`config.mk`:
```
export PLATFORM = sky130hd
export DESIGN_NAME = mcm_angular_pipe
export DESIGN_NICKNAME = d
export VERILOG_FILES = /design/src/rtl/mcm_angular_pipe.sv
export SDC_FILE = /design/constraint.sdc
export NUM_CORES = 1
export LEC_CHECK = 0
export BUFFER_PORTS_ARGS = -buffer_cell sky130_fd_sc_hd__buf_2
export CAP_MARGIN = 20
export CORE_ASPECT_RATIO = 0.7
export CORE_UTILIZATION = 30
export DETAILED_ROUTE_END_ITERATION = 12
export GPL_TIMING_DRIVEN = 0
export HOLD_SLACK_MARGIN = 0.06
export PLACE_DENSITY = 0.48
export SETUP_SLACK_MARGIN = 0.4
export SYNTH_ARGS = -nofsm -noshare
export SYNTH_HDL_FRONTEND = slang
export SYNTH_SLANG_ARGS = --single-unit
```
`constraint.sdc`:
```
create_clock -name clk -period 8.15 [get_ports clk]
set_clock_uncertainty 0.05 [all_clocks]
set_input_delay 1.63 -clock clk [delete_from_list [all_inputs] [get_ports clk]]
set_output_delay 1.63 -clock clk [all_outputs]
set_load 0.05 [all_outputs]
```
`src/rtl/mcm_angular_pipe.sv`:
```
// Two-stage shift-add MCM for VVC angular 2-tap interpolation with valid/ready flow control.
// Optional debug port out_prod is enabled by defining MCM_PROD_OUT_EN.
module mcm_angular_pipe #(
   parameter int unsigned BIT_DEPTH = 8,
   parameter int unsigned LANES     = 4,
   parameter int unsigned FRAC_BITS = 5
) (
   input  logic                             clk,
   input  logic                             rst_n,
   input  logic                             in_valid,
   output logic                             in_ready,
   input  logic [(LANES+1)*BIT_DEPTH-1:0]   in_ref,
   input  logic [FRAC_BITS-1:0]             in_frac,
   input  logic                             in_last,
   output logic                             out_valid,
   input  logic                             out_ready,
   output logic [LANES*BIT_DEPTH-1:0]       out_pred,
   output logic                             out_last,
   output logic [7:0]                       out_row
`ifdef MCM_PROD_OUT_EN
   ,
   output logic [2*LANES*(BIT_DEPTH+6)-1:0] out_prod
`endif
);

   localparam int unsigned PW = BIT_DEPTH + 6;

   logic                              w_ready2;
   logic                              w_accept;
   logic [5:0]                        w_w0;
   logic [5:0]                        w_w1;
   logic [LANES-1:0][PW-1:0]          w_p0;
   logic [LANES-1:0][PW-1:0]          w_p1;
   logic [LANES-1:0][PW-1:0]          w_sum;
   logic [LANES-1:0][BIT_DEPTH-1:0]   w_pred;

   logic                              r_v1;
   logic                              r_v2;
   logic [LANES-1:0][PW-1:0]          r_p0;
   logic [LANES-1:0][PW-1:0]          r_p1;
   logic                              r_last1;
   logic                              r_last2;
   logic [7:0]                        r_row1;
   logic [7:0]                        r_row2;
   logic [7:0]                        r_row_cnt;
   logic [LANES-1:0][BIT_DEPTH-1:0]   r_pred;
`ifdef MCM_PROD_OUT_EN
   logic [LANES-1:0][2*PW-1:0]        r_prod;
`endif

   // Weight is at most 32, so six partial products cover every case.
   function automatic logic [PW-1:0] shift_add(input logic [BIT_DEPTH-1:0] s,
                                               input logic [5:0] w);
      logic [PW-1:0] acc;
      acc = '0;
      for (int b = 0; b < 6; b++) begin
         if (w[b]) acc = acc + (PW'(s) << b);
      end
      return acc;
   endfunction

   assign w_ready2 = !r_v2 || out_ready;
   assign in_ready = !r_v1 || w_ready2;
   assign w_accept = in_valid && in_ready;
   assign w_w1     = 6'(in_frac);
   assign w_w0     = 6'd32 - w_w1;

   always_comb begin
      w_p0   = '0;
      w_p1   = '0;
      w_sum  = '0;
      w_pred = '0;
      for (int i = 0; i < LANES; i++) begin
         w_p0[i]   = shift_add(in_ref[i*BIT_DEPTH +: BIT_DEPTH], w_w0);
         w_p1[i]   = shift_add(in_ref[(i+1)*BIT_DEPTH +: BIT_DEPTH], w_w1);
         w_sum[i]  = r_p0[i] + r_p1[i] + PW'(16);
         w_pred[i] = BIT_DEPTH'(w_sum[i] >> 5);
      end
   end

   always_ff @(posedge clk) begin
      if (!rst_n) begin
         r_v1      <= 1'b0;
         r_v2      <= 1'b0;
         r_p0      <= '0;
         r_p1      <= '0;
         r_last1   <= 1'b0;
         r_last2   <= 1'b0;
         r_row1    <= '0;
         r_row2    <= '0;
         r_row_cnt <= '0;
         r_pred    <= '0;
`ifdef MCM_PROD_OUT_EN
         r_prod    <= '0;
`endif
      end else begin
         if (in_ready) r_v1 <= in_valid;
         if (w_accept) begin
            r_p0      <= w_p0;
            r_p1      <= w_p1;
            r_last1   <= in_last;
            r_row1    <= r_row_cnt;
            r_row_cnt <= in_last ? 8'd0 : r_row_cnt + 8'd1;
         end
         if (w_ready2) begin
            r_v2 <= r_v1;
            if (r_v1) begin
               r_pred  <= w_pred;
               r_last2 <= r_last1;
               r_row2  <= r_row1;
`ifdef MCM_PROD_OUT_EN
               for (int i = 0; i < LANES; i++) r_prod[i] <= {r_p1[i], r_p0[i]};
`endif
            end
         end
      end
   end

   assign out_valid = r_v2;
   assign out_pred  = r_pred;
   assign out_last  = r_last2;
   assign out_row   = r_row2;
`ifdef MCM_PROD_OUT_EN
   assign out_prod  = r_prod;
`endif

endmodule

```
== After elaboration in Yosys (flattened, before gate mapping) ==
Cells that the tools add are included.
Storage, ports and cells
  bits in registers: 164
  input bits: 50
Operators by class
  add/subtract/negate cells: 46
  mux-type cells: 45
  reductions and logical operators: 6
Operators by type and width (number)
  two-way mux 13 bit: 28
  adder 13 x 11 -> 13 bit: 8
  adder 13 x 12 -> 13 bit: 8
  adder 13 bit: 8
  adder 10 x 10 -> 11 bit: 8
  adder 8 x 9 -> 10 bit: 8
  two-way mux 10 bit: 8
  two-way mux 8 bit: 9
  adder 13 x 5 -> 13 bit, second input constant: 4
  adder 8 x 1 -> 8 bit, second input constant: 1
  subtractor 6 x 5 -> 6 bit, first input constant: 1
  logical NOT 1 bit: 2
  logical OR 1 bit: 2
  AND reduction 2 bit: 1
  logical AND 1 bit: 1

== Depth between registers and ports, before layout ==
  word-level depth: 12
  mapped depth: 42
  mapped depth without buffers: 39

== Worst setup path before layout ==
Ideal clock, no wire load.
  path kind: in2reg
  start: in in_frac[0]
  end: reg r_p0[12] (netlist bit)
  arrival: 8.459 ns
  slack: -0.492 ns
  cell stages on the path: 38
  path buffers: 7
  cells stage by stage: buf_2 -> clkbuf_1 -> clkbuf_1 -> inv_1 -> ha_1 -> clkbuf_1 -> clkbuf_1 -> clkbuf_1 -> clkbuf_1 -> a31oi_1 -> ha_1 -> a21oi_1 -> o21ai_0 -> xor2_1 -> o21ai_0 -> o311a_1 -> inv_1 -> ha_1 -> (+2 left out) -> or2_2 -> nand2_1 -> o21ai_0 -> inv_1 -> ha_1 -> o21ai_0 -> nor2_1 -> o21a_1 -> o31ai_1 -> a21bo_2 -> ha_1 -> o21ai_0 -> nor2_1 -> o41ai_1 -> xnor2_1 -> nand2_1 -> xnor2_1 -> a21oi_1
On the way
  word-level cells in the longest chain between the ends: 12
Ends and longest elaborated chain
  from (decl): line 13  | input logic [FRAC_BITS-1:0] in_frac,
  subtractor 6 x 5 -> 6 bit (*): line 66  | assign w_w0 = 6'd32 - w_w1;
  two-way mux 8 bit: line 57  | if (w[b]) acc = acc + (PW'(s) << b);
  adder 8 x 9 -> 10 bit: line 57
  two-way mux 10 bit: line 57
  adder 10 x 10 -> 11 bit: line 57
  two-way mux 13 bit: line 57
  adder 13 x 11 -> 13 bit: line 57
  two-way mux 13 bit: line 57
  adder 13 x 12 -> 13 bit: line 57
  two-way mux 13 bit: line 57
  adder 13 bit: line 57
  two-way mux 13 bit (*): line 57
  to (signal assigned): line 99  | r_p0 <= w_p0;
  to (decl): line 39  | logic [LANES-1:0][PW-1:0] r_p0;
Every way passes the cells marked *; elsewhere a longest branch is shown, timed or not.
A chain may end at the register's enable or synchronous reset.

== Final worst setup path ==
  start: in in_frac[0]
  end: reg r_p0[26] (netlist bit)
Same word-level chain as after synthesis.

==> results.md <==
* CTS tree: yes
* Top-area cell type share of the netlist area at between 20% and 30%
* Largest net degree at the start of global routing at 17
* IO Pins at 93
* Slowest Stage Delay on Critical Path at 0.46 ns
* CP Data Arrival Time at 8.50 ns
* Vias in the first global route at between 20000 and 25000
* Yosys warning count at 0
* Crit Path Max Fanout at 6
* WL final at 102000 um
* Worst-skew pair later-pin latency at 0.47 ns
* Met3 Use GR at a little over 6%
* P_leak at between 10 and 15 nW
* #FFs+latches synth at around 160
* Final ANT Viol Nets at 0
* Syn nets at 3147
* Tmin final at 8.24 ns
* VDD IR max at roughly 0.13 mV
* Commonest cells post-synth: ha_1, nand2_1, o21ai_0, a21oi_1, nor2_1
* EDFF count, synth at 0
* Seq/Total Area, Yosys at 15.5%
* WP data required at 8.41 ns
* F_max at 121 MHz
* Drt first-iter violations at 2504
* Port Buf Inserts at 88
* Worst-path clk slew at ~0.07 ns
* First-pass DRT Iterations at 6
* Vias at about 22000
* All-layer global routing usage at 28.0%
* Antenna violations before repair at 11
* Fraction of layout cells with a size suffix above 1 at 24.5%
* First-pass GRT wire length at 143000 um
* Num rows at 80
* Synth area leader: ha_1
* Overflow after GRT at 0
* # DRC at 0
* H-tree levels at 4
* Max-cap violation count at 0
* Core footprint at 0.0684 sq mm
* Die footprint at slightly above 0.07 sq mm
* Mean Syn Cell Area at 7.68 sq um
* Top Usage Layer GRT: met1
* Fin. Hold Viols at 0
* Relative slew slack at approximately 11%
* CTS Buf Count at 17
* CTS Sinks at 161
* Crit-path most repeated cell: clkbuf_16
* Most used DFF post-synth: dfxtp_1
* Pin slew with the least headroom to its limit at 1.31 ns
* Unrepaired setup endpoints after global routing: yes
* Failing checks: setup timing
* CTS root buffer: clkbuf_16
* Met1 usage at 42.2%
* Die W at 317 um
* Endpoint class of the critical path: flip-flop
* Layout Nets at 3434
* Unique cell type count in the Yosys netlist at 81
* CP delay by family, top: adder cells
* Setup violators final at 2
* Count of pins over their slew limit at 0
* Detailed placer's ending HPWL at 78500 um
* WS Path Type: primary input to flip-flop
* GPL Wtd Cong at 0.984
* Final core utilization at 39.5%
* Synth area leaders: ha_1, dfxtp_1, xnor2_1
* Setup crit start kind: primary input
* Drt wl/cell at 26.0 um
* Final period util at 101%
* Pre-CTS WS at -2.40 ns
* GR Util met2 at 39.5%
* Hold Path Class: flip-flop to flip-flop
* Area Growth Syn to Fin at 29.6%
* Mapped Area at around 0.021 sq mm
* Crit path buf inv count at 10
* Power per cell area at 249 mW/mm^2
* Clock buffer depth at 2
* Final worst setup slack at -0.0856 ns
* Die Span Y at 222 um
* Async set-reset flop share out of synthesis at 0%
* Mapped Cells at 2711
* Count leader, synth: ha_1
* Starting density of the core at 30.5%
* Worst path slowest cell: fa_1
* Run status: complete, but fails checks
* Via-per-instance ratio at 5.71
## timing repair
action | CTS | global route
endpoints found under the setup margin | 45 | 26
cloned | 1 | 0
hold buffers | 0 | 0
setup buffers | 113 | 61
pin swaps | 109 | 173
gates resized for setup | 263 | 258
## cell usage in the layout, fill, tap and decap left out, types with 22 or more instances in the layout
master,n
a21boi_0,37
a21o_1,76
a21oi_1,133
a21oi_2,55
and2_1,45
buf_2,94
buf_4,155
buf_6,24
clkbuf_1,73
dfxtp_1,161
ha_1,297
ha_4,41
inv_1,161
mux2i_1,22
nand2_1,283
nand3_1,46
nor2_1,181
nor2b_1,37
nor3_1,39
o211a_1,24
o211ai_1,26
o21a_1,38
o21ai_0,148
o21ai_1,33
o21ai_2,31
o21bai_1,26
xnor2_1,105
xnor2_2,31
xor2_1,62
## tightest hold or removal path: cells and delay by family (launching register included)
kind	cells	cell delay, ns
DFF	1	0.33
and+or+nand+nor	1	0.04
AOI/OAI and AO/OA	1	0.05
## cell families after synthesis
group / after synthesis / share of synthesized area, %
multiplexers: 60 / 3.09
buffers and inverters: 296 / 5.48
flip-flops: 161 / 15.5
XOR/XNOR: 211 / 8.91
AO/OA/AOI/OAI: 840 / 26.2
adder cells (fa/ha/maj): 387 / 24.4
AND/OR/NAND/NOR: 756 / 16.4
## area by class of cell
class | instances | area, sq um
Fill cell | 6928 | 41400
Clock buffer | 18 | 439
Buffer | 109 | 617
Timing Repair Buffer | 268 | 1970
Inverter | 187 | 723
Tap cell | 902 | 1130
Clock inverter | 14 | 225
Sequential cell | 161 | 3220
Multi-Input combinational cell | 2254 | 18700
Antenna cell | 2 | 5.00
## flip-flops by register name, indices dropped and copies added (netlist names)
name and flops:
r_p0 52, r_last1 1, out_row 8, r_row_cnt 8, r_p1 49, r_v1 1, out_pred 32, out_valid 1
r_row1 8, out_last 1
## worst paths after layout
path	slack, ns	from	cells after the start	endpoint
max reg2reg	4.33	out_valid	6	r_p0[1]
min	0.40	out_pred[7]	2	out_pred[7]
min reg2reg	0.40	out_pred[7]	2	out_pred[7]
max	-0.09	in_frac[0]	36	r_p0[26]
## where the power goes
part           internal [mW]  switching [mW]
logic                   2.18            2.62
registers              0.883           0.102
clock network          0.558           0.385
## metrics by stage
stage	setup TNS (ns)	hold WS, ns	cells	area, sq um	power [mW]
2_1_floorplan	0	0.370	2711	21000	3.51
3_3_place_gp	-46.05	0.384	3701	22600	4.46
3_5_place_dp	-46.93	0.390	3703	22600	4.50
4_1_cts	-0.0348	0.408	3849	25400	6.00
5_1_grt	-1.01	0.433	3915	27000	7.13
6_report	-0.138	0.402	3915	27000	6.73
## per-layer routing
metal / share of wire [%] / wire [um] / up-vias
met4: 2.7 / 2770 / 4
met3: 10 / 10200 / 152
li1: - / - / 10267
met2: 40 / 40600 / 1026
met5: 0.023 / 23 / -
met1: 47 / 48300 / 10898
(Power assumes the default switching activity.)
